### config.mk
export PLATFORM = sky130hd
export DESIGN_NAME = clz_pipe_flat
export DESIGN_NICKNAME = d
export VERILOG_FILES = /design/src/rtl/clz_pipe_if.sv /design/src/rtl/clz_pipe.sv /design/src/flat_wrapper.sv
export SDC_FILE = /design/constraint.sdc
export NUM_CORES = 1
export LEC_CHECK = 0
export ABC_AREA = 0
export CORE_UTILIZATION = 45
export CTS_CLUSTER_DIAMETER = 80
export DETAILED_ROUTE_END_ITERATION = 10
export DONT_BUFFER_PORTS = 1
export PLACE_DENSITY = 0.61
export SYNTH_ARGS = -nofsm -noshare
export SYNTH_HDL_FRONTEND = slang
export SYNTH_SLANG_ARGS = --single-unit
### constraint.sdc
create_clock -name clk -period 1.8 [get_ports clk]
set_clock_uncertainty 0.2 [all_clocks]
set_input_delay 0.18 -clock clk [delete_from_list [all_inputs] [get_ports clk]]
set_output_delay 0.18 -clock clk [all_outputs]
set_load 0.05 [all_outputs]
### src/rtl/clz_pipe_if.sv
// ---------------------------------------------------------------------------
// clz_pipe_if
//   Bundles the operand and result handshakes of clz_pipe.
//
//   Handshake rule (both directions): a transfer happens on a rising edge
//   where valid && ready. A producer that raised valid keeps valid and its
//   payload stable until the transfer. Ready may depend combinationally on
//   the other side's ready, but never on valid.
//
//   Signals
//     in_valid / in_ready   operand offered / operand can be taken
//     in_data   [WIDTH]     operand
//     in_mode   [2]         00 CLZ, 01 CLO, 10 CTZ, 11 CTO
//     in_tag    [TAG_W]     sideband returned with the result
//     out_valid / out_ready result available / consumer takes it
//     out_data  [OUT_W]     count, zero-extended
//     out_tag   [TAG_W]     tag of the result
//
//   Modports
//     master : the execute-stage side that issues operands and takes results
//     slave  : the counter pipeline itself
// ---------------------------------------------------------------------------
interface clz_pipe_if #(
    parameter int WIDTH = 32,
    parameter int OUT_W = 32,
    parameter int TAG_W = 5
) ();
    logic             in_valid;
    logic             in_ready;
    logic [WIDTH-1:0] in_data;
    logic [1:0]       in_mode;
    logic [TAG_W-1:0] in_tag;
    logic             out_valid;
    logic             out_ready;
    logic [OUT_W-1:0] out_data;
    logic [TAG_W-1:0] out_tag;

    modport master (
        output in_valid, in_data, in_mode, in_tag, out_ready,
        input  in_ready, out_valid, out_data, out_tag
    );

    modport slave (
        input  in_valid, in_data, in_mode, in_tag, out_ready,
        output in_ready, out_valid, out_data, out_tag
    );
endinterface

### src/rtl/clz_pipe.sv
// ---------------------------------------------------------------------------
// clz_pipe
//   Two-stage pipelined leading/trailing zero/one counter (CLZ, CLO, CTZ,
//   CTO). Results return in acceptance order with full backpressure; two
//   operations can be in flight.
//
//   Ports
//     clk    rising-edge clock
//     rst_n  asynchronous active-low reset
//     flush  synchronous squash of everything in flight, including an
//            operand handed over in the same cycle
//     bus    clz_pipe_if.slave: operand and result handshakes
//
//   Stage 1 normalises the operand so that every mode becomes "count leading
//   zeros": invert for the ones-counting modes, bit-reverse for the trailing
//   modes. It then reduces each nibble to an all-zero flag and a 2-bit
//   leading-zero count. Stage 2 picks the first non-zero nibble from the MSB.
// ---------------------------------------------------------------------------
module clz_pipe #(
    parameter int WIDTH = 32,
    parameter int OUT_W = 32,
    parameter int TAG_W = 5
) (
    input  logic           clk,
    input  logic           rst_n,
    input  logic           flush,
    clz_pipe_if.slave      bus
);
    localparam int NIB   = WIDTH / 4;
    localparam int CNT_W = $clog2(WIDTH) + 1;

    // ---------------- stage 1 combinational ----------------
    logic [WIDTH-1:0] x_inv;
    logic [WIDTH-1:0] x;
    logic [3:0]       nib;
    logic [NIB-1:0]   a_c;      // bit j: nibble j (MSB-first) is all zero
    logic [2*NIB-1:0] z_c;      // bits [2j+:2]: leading zeros of nibble j

    always_comb begin
        x_inv = bus.in_mode[0] ? ~bus.in_data : bus.in_data;
        x     = x_inv;
        if (bus.in_mode[1]) begin
            for (int i = 0; i < WIDTH; i++) begin
                x[i] = x_inv[WIDTH-1-i];
            end
        end
        nib = 4'b0;
        a_c = '0;
        z_c = '0;
        for (int j = 0; j < NIB; j++) begin
            nib            = x[WIDTH-1-4*j -: 4];
            a_c[j]         = ~|nib;
            z_c[2*j+1]     = ~(nib[3] | nib[2]);
            z_c[2*j]       = ~((~nib[2] & nib[1]) | nib[3]);
        end
    end

    // ---------------- pipeline registers ----------------
    logic             s1_valid;
    logic [NIB-1:0]   s1_a;
    logic [2*NIB-1:0] s1_z;
    logic [TAG_W-1:0] s1_tag;
    logic             s2_valid;
    logic [OUT_W-1:0] s2_data;
    logic [TAG_W-1:0] s2_tag;

    // Ready chain: a stage can take new work if it is empty or emptying.
    logic s1_ready;
    logic s2_ready;
    logic s1_load;
    logic s2_load;

    assign s2_ready = !s2_valid || bus.out_ready;
    assign s1_ready = !s1_valid || s2_ready;
    // Loads are suppressed under flush so the data registers only ever hold
    // work that is actually in flight.
    assign s1_load  = bus.in_valid && s1_ready && !flush;
    assign s2_load  = s1_valid && s2_ready && !flush;

    // ---------------- stage 2 combinational ----------------
    logic [CNT_W-1:0] cnt;

    always_comb begin
        cnt = CNT_W'(WIDTH);
        // Walk from the LSB-most nibble upward so the MSB-most non-zero
        // nibble is the last assignment and wins.
        for (int j = NIB - 1; j >= 0; j--) begin
            if (!s1_a[j]) begin
                cnt = CNT_W'(4 * j) + CNT_W'(s1_z[2*j +: 2]);
            end
        end
    end

    always_ff @(posedge clk or negedge rst_n) begin
        if (!rst_n) begin
            s1_valid <= 1'b0;
            s1_a     <= '0;
            s1_z     <= '0;
            s1_tag   <= '0;
            s2_valid <= 1'b0;
            s2_data  <= '0;
            s2_tag   <= '0;
        end else begin
            if (flush) begin
                s1_valid <= 1'b0;
                s2_valid <= 1'b0;
            end else begin
                if (s1_ready) s1_valid <= bus.in_valid;
                if (s2_ready) s2_valid <= s1_valid;
            end
            if (s1_load) begin
                s1_a   <= a_c;
                s1_z   <= z_c;
                s1_tag <= bus.in_tag;
            end
            if (s2_load) begin
                s2_data <= OUT_W'(cnt);
                s2_tag  <= s1_tag;
            end
        end
    end

    assign bus.in_ready  = s1_ready;
    assign bus.out_valid = s2_valid;
    assign bus.out_data  = s2_data;
    assign bus.out_tag   = s2_tag;
endmodule

### src/flat_wrapper.sv
// flat-port wrapper written by rule: the top's interface ports become plain ports
module clz_pipe_flat 
#(
    parameter int WIDTH = 32,
    parameter int OUT_W = 32,
    parameter int TAG_W = 5
)
  (clk, rst_n, flush, bus_in_valid, bus_in_data, bus_in_mode, bus_in_tag, bus_out_ready, bus_in_ready, bus_out_valid, bus_out_data, bus_out_tag);
  clz_pipe_if #(.WIDTH(WIDTH), .OUT_W(OUT_W), .TAG_W(TAG_W)) bus_i ();
  input  logic clk;
  input  logic rst_n;
  input  logic flush;
  input wire logic [$bits(bus_i.in_valid)-1:0] bus_in_valid;
  input wire logic [$bits(bus_i.in_data)-1:0] bus_in_data;
  input wire logic [$bits(bus_i.in_mode)-1:0] bus_in_mode;
  input wire logic [$bits(bus_i.in_tag)-1:0] bus_in_tag;
  input wire logic [$bits(bus_i.out_ready)-1:0] bus_out_ready;
  output wire logic [$bits(bus_i.in_ready)-1:0] bus_in_ready;
  output wire logic [$bits(bus_i.out_valid)-1:0] bus_out_valid;
  output wire logic [$bits(bus_i.out_data)-1:0] bus_out_data;
  output wire logic [$bits(bus_i.out_tag)-1:0] bus_out_tag;
  assign bus_i.in_valid = bus_in_valid;
  assign bus_i.in_data = bus_in_data;
  assign bus_i.in_mode = bus_in_mode;
  assign bus_i.in_tag = bus_in_tag;
  assign bus_i.out_ready = bus_out_ready;
  assign bus_in_ready = bus_i.in_ready;
  assign bus_out_valid = bus_i.out_valid;
  assign bus_out_data = bus_i.out_data;
  assign bus_out_tag = bus_i.out_tag;
  clz_pipe #(.WIDTH(WIDTH), .OUT_W(OUT_W), .TAG_W(TAG_W)) u_core (.clk(clk), .rst_n(rst_n), .flush(flush), .bus(bus_i));
endmodule
==> metrics.txt <==
Die Area around 0.0072 mm2; Avg Cell Area, Syn a little over 9 um2; 1st-pass router iterations 4; Leak approximately 1.5 nW; worst reg2reg startpoint u_core.bus.out_valid; multiplexer share of the synthesized area between 10% and 20%; Placeable Area approximately 0.0065 mm2; fraction of the mapped netlist area in adder cells 0%; Core Rows 29; number of global-route vias before repair ~2,200; Post-Layout Cell Count between 400 and 500; required time of the worst setup path ~1.8 ns; Post-synth EDFFs 0; async set-reset flop share out of synthesis 100%; Post-Place Cells 395; CP Class reg2reg; CTS tree done; Final #Nets between 300 and 400; initial antenna violation count 0; RR Endpoint u_core.bus.out_data[0]; first-pass GRT wire length around 11,000 um; DR vias/cell 5.52; Crit. End Element flop; crit path launch type flop; clock latency at the later pin of the worst-skew pair approximately 0.29 ns; Via Count roughly 2,300; Hold Startpoint bus_in_data[17]; cell with the most instances after synthesis dfrtp_1; arrival time worst endpoint around 1.7 ns; post-synthesis cell count approximately 330; Detailed Place HPWL ~4500 um; reg2reg setup slack 0.06 ns; Cell Pwr Density between 700 and 800 mW/mm2; Max Transition Viols Final 0; drt initial violations 140; #FFs+latches synth between 40 and 50; min Tclk post-route 1.74 ns; CTS Buf Count 5; Syn Std Cell Area a little over 0.003 mm2; Crit Path Max Fanout 5; synth-to-layout area growth 11.5%; chip width 85.1 um; count of different cell masters after synthesis 37; clock buffer depth 2; CP Launch Point u_core.bus.out_valid; status finished, final reports clean; Synth Area in Compound Gates 14.0%; DRC viols 0; Synth top area share approximately a third; Placer Congestion around 0.75; largest family of logic cells by synthesized area simple AND/OR/NAND/NOR gates; Clock transition at path regs roughly 0.070 ns; Die Y around 85 um; Worst R2R Path Depth 6; synth top area cells dfrtp_1, buf_4, mux4_2; # IOs 83; Finish-stage setup viols 0; Synth warnings 0; Initial Util about 48%; worst hold path type in2reg; XOR/XNOR Fraction of Synth Area 0.282%; wire length per cell approximately 15 um; layout cell share with drive strength beyond 1 roughly 20%; maximum vdd drop roughly 340 uV; register area share after synthesis roughly 34%; largest net degree at the start of global routing just under 50; library cell with the largest summed area after synthesis dfrtp_1; Post-DRT Antenna Nets 0; Period Utilization, post-route slightly below 100%; grt total ovfl 0; clk sinks 42; GR Util All Layers 18.1%; FILL cells approximately 600; PortBufs 0; detailed-route wire length about 6300 um; Final Core Density ~53%; ANT cells 0; top_reg_cell synth dfrtp_1; Max-cap violations 0; Hold Path Depth 3; Worst-Margin Slew 0.645 ns; WHS Endpoint u_core.s1_a[3]; fmax about 570 MHz; CTS Root Buffer Type clkbuf_8; Synth Area in Simple Gates about a quarter; top post-synthesis cells by count dfrtp_1, nand2_1, buf_4, nor3_1, nor2b_1; final hold violation count 0; Max H-tree Level 2; headroom to the max-slew limit a little under three fifths
metrics by stage:
step	setup TNS [ns]	hold WS (ns)	worst slack, ns	area, um2	total power [mW]
2_1_floorplan	-1.93	-0.316	-0.151	3250	1.91
3_3_place_gp	0	-0.315	0.0969	3080	1.91
3_5_place_dp	0	-0.315	0.0404	3080	1.93
4_1_cts	0	0.00481	0.00554	3400	2.71
5_1_grt	-0.00484	0.0115	-0.00355	3470	2.86
6_report	0	0.0137	0.0605	3470	2.71
sequential cells by signal (all words and copies together), names as in the netlist:
name / cells
u_core.s1_z: 16
u_core.s1_valid: 1
u_core.s1_tag: 5
u_core.bus.out_valid: 1
u_core.s1_a: 8
u_core.bus.out_data: 6
u_core.bus.out_tag: 5
placed cells by master, fill, tap and decap left out, drive strengths merged, types with 9 or more instances in the layout:
cell type,instances
dfrtp,42
nand2,31
nor3,26
conb,26
nor2b,24
nor2,19
a21oi,18
dlygate4sd3,17
and3,16
mux2i,16
o21ai,15
nand3,12
o31ai,10
mux2,10
o41ai,9
clkbuf,9
how the worst max path moves through the flow:
| stage | to |
|---|---|
| detailed placement | u_core.bus.out_data[0] |
| global placement | u_core.bus.out_data[0] |
| finish | u_core.bus.out_data[0] |
| global route | u_core.bus.out_data[1] |
| CTS | u_core.s1_z[4] |
| floorplan | u_core.s1_tag[3] |
critical path, stage by stage (launching register included):
cell and delay [ns]:
dfrtp_2 0.40, nor2b_4 0.14, or3b_4 0.43, buf_12 0.16, nor3b_4 0.17, a21oi_2 0.06, o31ai_2 0.08
power by group:
| group | switching [mW] | internal, mW |
|---|---|---|
| sequential | 0.270 | 1.07 |
| clock | 0.296 | 0.415 |
| combinational | 0.361 | 0.290 |
cells by family after synthesis:
group / Yosys count
buf+inv: 50
mux: 34
other cells: 1
simple gates: 149
compound gates: 56
flops: 42
xor+xnor: 1
cell type report:
cell class / instances / area (um2) / area share (%)
inverters: 3 / 11.3 / 0.325
flip-flops and latches: 42 / 1050 / 30.4
clock buffers: 7 / 76.3 / 2.20
clock inverters: 1 / 30.0 / 0.866
repair buffers: 29 / 343 / 9.89
well taps: 77 / 96.3 / 2.78
multi-input cells: 266 / 1860 / 53.6
layer usage:
layer  global-route usage, %  vias to the layer above  wire length [um]
li1                        -                     1169                 -
met1                    27.2                     1084              3120
met2                    26.8                       91              2750
met3                    3.70                        2               408
met4                    4.16                        0                34
met5                       0                        -                 0
timing repair:
action                                  CTS  global route
hold buffers                             20             0
resized for setup                         0             5
endpoints found under the setup margin    0             9
endpoints found under the hold margin    65             0
buffers inserted                          0             0
No activity file was read; power rests on OpenSTA's default activity.
